==> src/rtl/pipeline_trace_buffer.sv <==
// Pre/post-trigger trace capture for the pipeline probe buses: samples land in a
// circular buffer with a cycle stamp, then stream out oldest-first over valid/ready.
module pipeline_trace_buffer #(
  parameter  int CHANNELS = 4,
  parameter  int WIDTH    = 32,
  parameter  int DEPTH    = 16,
  parameter  int CYCLE_W  = 16,
  localparam int PW       = $clog2(DEPTH) + 1
) (
  input  logic                      clk,
  input  logic                      reset,
  input  logic [CHANNELS*WIDTH-1:0] ch_data,
  input  logic                      sample_en,
  input  logic                      arm,
  input  logic                      trigger,
  input  logic                      abort,
  input  logic [PW-1:0]             post_count,
  output logic                      rd_valid,
  input  logic                      rd_ready,
  output logic [CHANNELS*WIDTH-1:0] rd_data,
  output logic [CYCLE_W-1:0]        rd_cycle,
  output logic                      rd_is_trig,
  output logic [1:0]                state,
  output logic [PW-1:0]             fill
);

  localparam int              AW       = $clog2(DEPTH);
  localparam int              DW       = CHANNELS * WIDTH;
  localparam logic [PW-1:0]   DEPTH_P  = PW'(DEPTH);
  localparam logic [PW-1:0]   POST_MAX = PW'(DEPTH - 1);
  localparam logic [PW-1:0]   ONE      = PW'(1);

  typedef enum logic [1:0] {
    IDLE    = 2'd0,
    ARMED   = 2'd1,
    CAPTURE = 2'd2,
    DONE    = 2'd3
  } state_t;

  state_t               st;
  logic [DW-1:0]        mem_data  [DEPTH];
  logic [CYCLE_W-1:0]   mem_cycle [DEPTH];
  logic [AW-1:0]        wr_ptr;
  logic [AW-1:0]        trig_ptr;
  logic [AW-1:0]        rd_ptr;
  logic [PW-1:0]        post_cnt;
  logic [PW-1:0]        remaining;
  logic [PW-1:0]        fill_inc;
  logic [PW-1:0]        post_load;
  logic [CYCLE_W-1:0]   counter;
  logic                 wr_en;

  assign wr_en     = ((st == ARMED) || (st == CAPTURE)) && sample_en;
  assign fill_inc  = (fill == DEPTH_P) ? fill : fill + 1'b1;
  // Clamping keeps the trigger entry from being overwritten by post samples.
  assign post_load = (post_count > POST_MAX) ? POST_MAX : post_count;

  // wr_ptr and fill are frozen in DONE, so the read slot follows from what is left.
  assign rd_ptr     = wr_ptr - remaining[AW-1:0];
  assign rd_valid   = (st == DONE) && (remaining != '0);
  assign rd_data    = rd_valid ? mem_data[rd_ptr] : '0;
  assign rd_cycle   = rd_valid ? mem_cycle[rd_ptr] : '0;
  assign rd_is_trig = rd_valid && (rd_ptr == trig_ptr);
  assign state      = st;

  always_ff @(posedge clk or negedge reset) begin
    if (!reset) counter <= '0;
    else        counter <= counter + 1'b1;
  end

  // NOTE: the storage array has no reset; every entry read back was written first,
  // and leaving it out keeps the array a plain register file without reset fan-out.
  always_ff @(posedge clk) begin
    if (wr_en) begin
      mem_data[wr_ptr]  <= ch_data;
      mem_cycle[wr_ptr] <= counter;
    end
  end

  // NOTE: state registers use non-blocking assignments so every branch sees the
  // pre-edge values of st, fill and post_cnt, matching the hardware it models.
  always_ff @(posedge clk or negedge reset) begin
    if (!reset) begin
      st        <= IDLE;
      wr_ptr    <= '0;
      trig_ptr  <= '0;
      fill      <= '0;
      post_cnt  <= '0;
      remaining <= '0;
    end else if (abort) begin
      st        <= IDLE;
      wr_ptr    <= '0;
      fill      <= '0;
      remaining <= '0;
    end else begin
      if (wr_en) begin
        wr_ptr <= wr_ptr + 1'b1;
        fill   <= fill_inc;
      end
      unique case (st)
        IDLE: begin
          wr_ptr <= '0;
          fill   <= '0;
          if (arm) st <= ARMED;
        end
        ARMED: begin
          if (trigger) begin
            // With no sample this cycle the next write lands at wr_ptr anyway.
            trig_ptr <= wr_ptr;
            post_cnt <= post_load;
            if (post_load == '0) begin
              st        <= DONE;
              remaining <= wr_en ? fill_inc : fill;
            end else begin
              st <= CAPTURE;
            end
          end
        end
        CAPTURE: begin
          if (wr_en) begin
            post_cnt <= post_cnt - 1'b1;
            if (post_cnt == ONE) begin
              st        <= DONE;
              remaining <= fill_inc;
            end
          end
        end
        DONE: begin
          if (remaining == '0) begin
            st     <= IDLE;
            wr_ptr <= '0;
            fill   <= '0;
          end else if (rd_ready) begin
            remaining <= remaining - 1'b1;
            if (remaining == ONE) begin
              st     <= IDLE;
              wr_ptr <= '0;
              fill   <= '0;
            end
          end
        end
        default: st <= IDLE;
      endcase
    end
  end

endmodule

==> config.mk <==
export PLATFORM = sky130hd
export DESIGN_NAME = pipeline_trace_buffer
export DESIGN_NICKNAME = d
export VERILOG_FILES = /design/src/rtl/pipeline_trace_buffer.sv
export SDC_FILE = /design/constraint.sdc
export NUM_CORES = 2
export LEC_CHECK = 0
export CAP_MARGIN = 10
export CORE_MARGIN = 1.5
export CORE_UTILIZATION = 45
export DETAILED_ROUTE_END_ITERATION = 8
export GPL_ROUTABILITY_DRIVEN = 0
export PLACE_DENSITY_LB_ADDON = 0.25
export SYNTH_ARGS = -nofsm -noshare
export SYNTH_HDL_FRONTEND = slang
export SYNTH_SLANG_ARGS = --single-unit
==> constraint.sdc <==
create_clock -name clk -period 5.7 [get_ports clk]
set_input_delay 1.71 -clock clk [delete_from_list [all_inputs] [get_ports clk]]
set_output_delay 1.71 -clock clk [all_outputs]
set_load 0.01 [all_outputs]
# --- Word-level counts from Yosys, hierarchy flattened ---
# Memory sizes are Yosys's and may differ from the RTL's.
# Index checks and enable logic that the tools add are counted.
totals:
  register_bits: 41
  mem_bits_rw: 2304
  in_bits: 140
  wordCells: 88
  memories: 2
mem_list:
  columns: ["memory", "depth", "width", "read_ports", "rd_ports_with_merged_regs", "wr", "line_no", "rtl"]
  rows:
  - ["mem_data", 16, 128, 1, 0, 1, "41", "logic [DW-1:0] mem_data [DEPTH];"]
  - ["mem_cycle", 16, 16, 1, 0, 1, "42", "logic [CYCLE_W-1:0] mem_cycle [DEPTH];"]
classes:
  n_addsub: 6
  order_cmp: 1
  eq_ne: 18
  n_mux: 39
  n_bitwise: 1
  n_reduce_logical: 14
ops:
  columns: ["cell", "n"]
  rows:
  - ["2-to-1 mux 128 bit", 1]
  - ["2-to-1 mux 5 bit", 16]
  - ["2-to-1 mux 4 bit", 5]
  - ["one-hot mux 5 bit (2 select lines)", 2]
  - ["adder 16 x 1 -> 16 bit, second input constant", 1]
  - ["2-to-1 mux 16 bit", 1]
  - ["2-to-1 mux 2 bit", 8]
  - ["!= test 3 bit, second input constant", 5]
  - ["one-hot mux 5 bit (3 select lines)", 1]
  - ["== test 5 x 1 -> 1 bit, second input constant", 2]
  - ["logical NOT 5 bit", 2]
  - ["subtractor 5 x 1 -> 5 bit, second input constant", 2]
  - ["one-hot mux 2 bit (4 select lines)", 1]
  - ["one-hot mux 4 bit (2 select lines)", 1]
  - ["AND reduction 7 bit", 1]
  - ["!= test 3 x 2 -> 1 bit, second input constant", 2]
  - ["AND reduction 6 bit", 1]
  - ["adder 5 x 1 -> 5 bit, second input constant", 1]
  - ["== test 5 bit, second input constant", 1]
  - ["greater-than comparator 5 x 4 -> 1 bit, second input constant", 1]
  - ["nonzero test 5 bit", 1]
  - ["adder 4 x 1 -> 4 bit, second input constant", 1]
  - ["== test 2 bit, second input constant", 2]
  - ["== test 4 bit", 1]
  - ["other kinds (14)", 19]

# --- Logic depth before layout (Yosys ltp) ---
depth:
  word_depth: 9
  mapped_depth: 10

# --- Least setup slack after synthesis ---
# No wires, ideal clock.
synth_path:
  path_type: "input port to flip-flop"
  startpoint: "in sample_en"
  endpoint: "mem mem_cycle[10][0] (enable)"
  setup_ns: 0.520
  arrival_ns: 5.520
  t_required_ns: 5.180
  path_slack_ns: -0.341
  stages: 3
  n_path_buf: 0
  path_cell_list: "nand2_1 > nor3b_1 > and2_1"
synth_via:
  elab_chain_cells: 3
synth_lines:
  columns: ["element", "line_no", "rtl"]
  rows:
  - ["start: declaration", "13", "input logic sample_en,"]
  - ["logical AND 1 bit", "53", "assign wr_en = ((st == ARMED) || (st == CAPTURE)) && sample_en;"]
  - ["2-to-1 mux 1 bit", "74", "if (wr_en) begin"]
  - ["2-to-1 mux 1 bit (not written as such)", "76", "mem_cycle[wr_ptr] <= counter;"]
  - ["end: declaration", "42", null]
# No other way between the ends.

# --- Worst setup path in the final report ---
layout_path:
  startpoint: "reg wr_ptr[0]"
  endpoint: "out rd_data[56]"
layout_via:
  elab_chain_cells: 3
layout_lines:
  columns: ["element", "line_no", "rtl"]
  rows:
  - ["start: declaration", "43", "logic [AW-1:0] wr_ptr;"]
  - ["start signal: assignment", "97", "wr_ptr <= wr_ptr + 1'b1;"]
  - ["subtractor 4 bit", "59", "assign rd_ptr = wr_ptr - remaining[AW-1:0];"]
  - ["memory (16 x 128 bit)", null, null]
  - ["2-to-1 mux 128 bit", "61", "assign rd_data = rd_valid ? mem_data[rd_ptr] : '0;"]
  - ["end: declaration", "20", "output logic [CHANNELS*WIDTH-1:0] rd_data,"]
# No other way between the ends.

==> results.json <==
{
  "status": "finished, final reports clean",
  "final_design_area_no_fill_sq_mm": 0.108,
  "yosysUniqueCellTypes": 50,
  "detail_route.drc_violations": 0,
  "first_global_vias": 43963,
  "initial_utilization_pct": 45.3,
  "cts-root-to-sink-buffers": 3,
  "timing_hold_violations_final": 0,
  "numPortBuffers": 292,
  "ctsRootBufferMaster": "sky130_fd_sc_hd__clkbuf_16",
  "core.rowCount": 163,
  "ys.flop_type": "sky130_fd_sc_hd__edfxtp_1",
  "tritoncts.num_buffers": 231,
  "clock_sinks": 2345,
  "maxSlewViolCount": 0,
  "reg_to_reg_start": "state[0]",
  "worstReg2RegEnd": "mem_data[8][73]",
  "holdCritStartpoint": "trig_ptr[0]",
  "largest_cells_by_area_after_synthesis": "sky130_fd_sc_hd__edfxtp_1, sky130_fd_sc_hd__mux4_2, sky130_fd_sc_hd__mux2i_1",
  "ys_ff_latch": 2345,
  "area.growth.synth_to_final_pct": 20.3,
  "drt_iter0_markers": 3880,
  "grt_overflow_total": 0,
  "iteration_count_of_the_initial_detailed_routing_pass": 5,
  "wp_data_required_ns": 3.99,
  "critPathMaxStageDelay_ns": 0.83,
  "place.detailed.hpwl_um": 112000,
  "hold-path-endpoint": "trig_ptr[0]",
  "crit_type": "reg -> out",
  "wl_um": 218000,
  "synth_top_cell_area_share_pct": 77.3,
  "clkSlewWorstSetupHoldPaths_ns": 0.06,
  "post_dp_cell_area_sq_mm": 0.0975,
  "synth.cell_area_sq_mm": 0.0895,
  "postSynthCellCount": 3793,
  "boundaryPins": 293,
  "insertion_delay_ns": 0.88,
  "critical_path.top_delay_family": "buffers and inverters",
  "wl_per_cell_um": 30.0,
  "timing_worst_slew_pin_value_ns": 1.10,
  "final.setup_skew_ns": 0.0356,
  "critical_path.slowest_cell": "sky130_fd_sc_hd__fa_4",
  "rr_worst_depth": 6,
  "global_route.usage.total_pct": 21.6,
  "via_count": 42152,
  "post-route-period-util_pct": 99.7,
  "timing.hold.worst.class": "reg -> reg",
  "timing.critical_path.buf_inv": 8,
  "fill_cells": 14851,
  "multi_input_comb_area_sq_mm": 0.0193,
  "finalWorstPathRequiredPeriod_ns": 5.68,
  "grt_antenna_before_repair": 31,
  "synth_warnings": 0,
  "htree_num_levels": 4,
  "antenna_left": 0,
  "synthArstFlopShare_pct": 1.75,
  "postSynthAreaPerCell_sq_um": 23.6,
  "seq_area_frac_synth_pct": 78.4,
  "floorplan.die.width_um": 449,
  "setup.worst_path.start_class": "flip-flop",
  "synth.net_count": 3954,
  "power.density_mw_per_mm2": 481,
  "final.setup.worst_slack_ns": 0.0187,
  "crit_path_max_fanout": 6,
  "via_per_inst": 5.80,
  "library_cell_with_the_largest_summed_area_after_synthesis": "sky130_fd_sc_hd__edfxtp_1",
  "nNetsFinal": 4580,
  "floorplan.core_area_sq_mm": 0.197,
  "worstPathArrival_ns": 3.97,
  "regToRegSetupSlack_ns": 2.34,
  "floorplan.die_area_sq_mm": 0.202,
  "rsz_0062_raised_after_global_routing": "true",
  "regArea_sq_mm": 0.0702,
  "max-vdd-ir-drop_v": 0.000505,
  "fmax_mhz": 176,
  "leakagePower_nw": 34.8,
  "grt_pass1_wl_um": 314000,
  "setup_slack_after_placement_ns": 0.400,
  "crit_path_cell_trace": "inv_4 -> ha_4 -> inv_2 -> fa_4 -> buf_12 -> buf_16 -> buf_12 -> buf_16 -> buf_4 -> mux4_2 -> mux2i_2 -> o22ai_1 -> clkdlybuf4s15_2",
  "timing.final.setup_violations": 0,
  "slew-limit-headroom_pct": 26.6,
  "cap_violations": 0,
  "cts_tree": "done",
  "die-height_um": 449,
  "synth_enable_flop_cells": 2304,
  "layout_cell_share_with_drive_strength_beyond_1_pct": 31.8,
  "grt_max_degree": 86,
  "min_delay_path_depth": 2,
  "worst_setup_path_end_kind": "output pin"
}
## worst min-delay path: stages (launching register included)
cell                      delay (ns)
sky130_fd_sc_hd__dfrtp_1        0.36
sky130_fd_sc_hd__nand2_1        0.05
sky130_fd_sc_hd__o21ai_0        0.06
## cell usage after synthesis, drive strengths merged (2+ instances only)
cell type	instances
a211oi	5
a21oi	12
a221oi	3
and2	16
and3	8
buf	131
clkbuf	66
dfrtp	41
edfxtp	2304
ha	20
inv	17
mux2	2
mux2i	290
mux4	576
nand2	28
nand3	14
nand3b	2
nand4	3
nor2	25
nor2b	8
nor3	14
nor4	3
o21ai	12
o22ai	144
or4b	2
xnor2	22
xor2	10
## state kept, by name, summed over array words and instances (netlist names)
signal	count
mem_cycle	256
wr_ptr	4
state	2
remaining	5
post_cnt	5
counter	16
trig_ptr	4
fill	5
mem_data	2048
## layout by cell type (no fill, tap or decap), types with 16 or more instances in the layout
master and count:
sky130_fd_sc_hd__buf_16 48, sky130_fd_sc_hd__o22ai_1 78, sky130_fd_sc_hd__dlygate4sd2_1 19, sky130_fd_sc_hd__mux2i_1 231, sky130_fd_sc_hd__mux2i_4 20, sky130_fd_sc_hd__mux4_2 576, sky130_fd_sc_hd__bufinv_16 19, sky130_fd_sc_hd__mux2i_2 39
sky130_fd_sc_hd__buf_6 19, sky130_fd_sc_hd__xnor2_1 21, sky130_fd_sc_hd__dfrtp_1 39, sky130_fd_sc_hd__clkbuf_16 235, sky130_fd_sc_hd__buf_4 114, sky130_fd_sc_hd__clkdlybuf4s50_1 146, sky130_fd_sc_hd__diode_2 16, sky130_fd_sc_hd__clkinv_2 44
sky130_fd_sc_hd__o22ai_2 64, sky130_fd_sc_hd__buf_2 85, sky130_fd_sc_hd__clkbuf_1 54, sky130_fd_sc_hd__nor2_1 25, sky130_fd_sc_hd__nand2_1 27, sky130_fd_sc_hd__edfxtp_1 2304, sky130_fd_sc_hd__ha_1 19, sky130_fd_sc_hd__clkinv_1 52
sky130_fd_sc_hd__buf_12 108
## metal layers
metal  routed length (um)  track usage (%)  share of wire (%)  vias up
met5                  149                0              0.068        -
li1                     -                -                  -    17581
met3                12600             3.65                5.8      327
met1                89800             29.5                 41    22908
met4                 6010             6.86                2.8       26
met2               109000             35.6                 50     1310
## power by group
part	leakage [nW]	internal, mW	switching [mW]
combinational	9.62	9.47	7.99
sequential	21.5	19.3	0.108
clock	3.63	8.38	6.56
total	34.8	37.2	14.7
## cells by family after synthesis
logic type / after synthesis / share of synthesized area [%]
xor gates and xnor gates: 32 / 0.321
AOI/OAI and AO/OA: 185 / 1.32
buffers and inverters: 214 / 1.13
muxes: 868 / 17.8
DFF: 2345 / 78.4
and+or+nand+nor: 128 / 0.742
adders and majority gates: 21 / 0.302
## stage by stage
step           cells  power, mW  setup TNS [ns]  utilization, %  hold slack (ns)
6_report        7270       51.8               0            54.6            0.506
3_5_place_dp    6711       33.8               0            49.4            0.495
2_1_floorplan   3793       29.9          -70.27               -            0.469
5_1_grt         7266       53.8          -0.277            54.6            0.529
3_3_place_gp    6711       33.8               0            49.4            0.508
4_1_cts         7242       52.1           -1.26            54.4            0.509
## how the worst max path moves through the flow
stage               startpoint                to  slack, ns  cells after the start
floorplan            sample_en  mem_cycle[15][0]      -0.12                      2
global placement     wr_ptr[0]       rd_cycle[4]       0.39                     11
detailed placement   wr_ptr[0]      rd_data[122]       0.40                     10
CTS                  wr_ptr[0]       rd_data[61]      -0.15                     15
global route         wr_ptr[0]      rd_cycle[13]      -0.06                     13
finish               wr_ptr[0]       rd_data[56]       0.02                     13
## what timing repair did
item	4_1_cts	5_1_grt
pin swaps	26	10
resized for setup	684	46
buffers inserted	68	11
gates cloned	37	5
hold buffers	0	0
setup endpoints to repair	145	89
## cell type report
type,count,share of cell area [%]
Inverter,17,0.0616
Antenna cell,16,0.0372
Sequential cell,2345,65.2
Multi-Input combinational cell,1235,17.9
Clock buffer,287,5.58
Clock inverter,141,1.36
Timing Repair Buffer,589,6.83
Tap cell,2640,3.07
(Power assumes the default switching activity.)
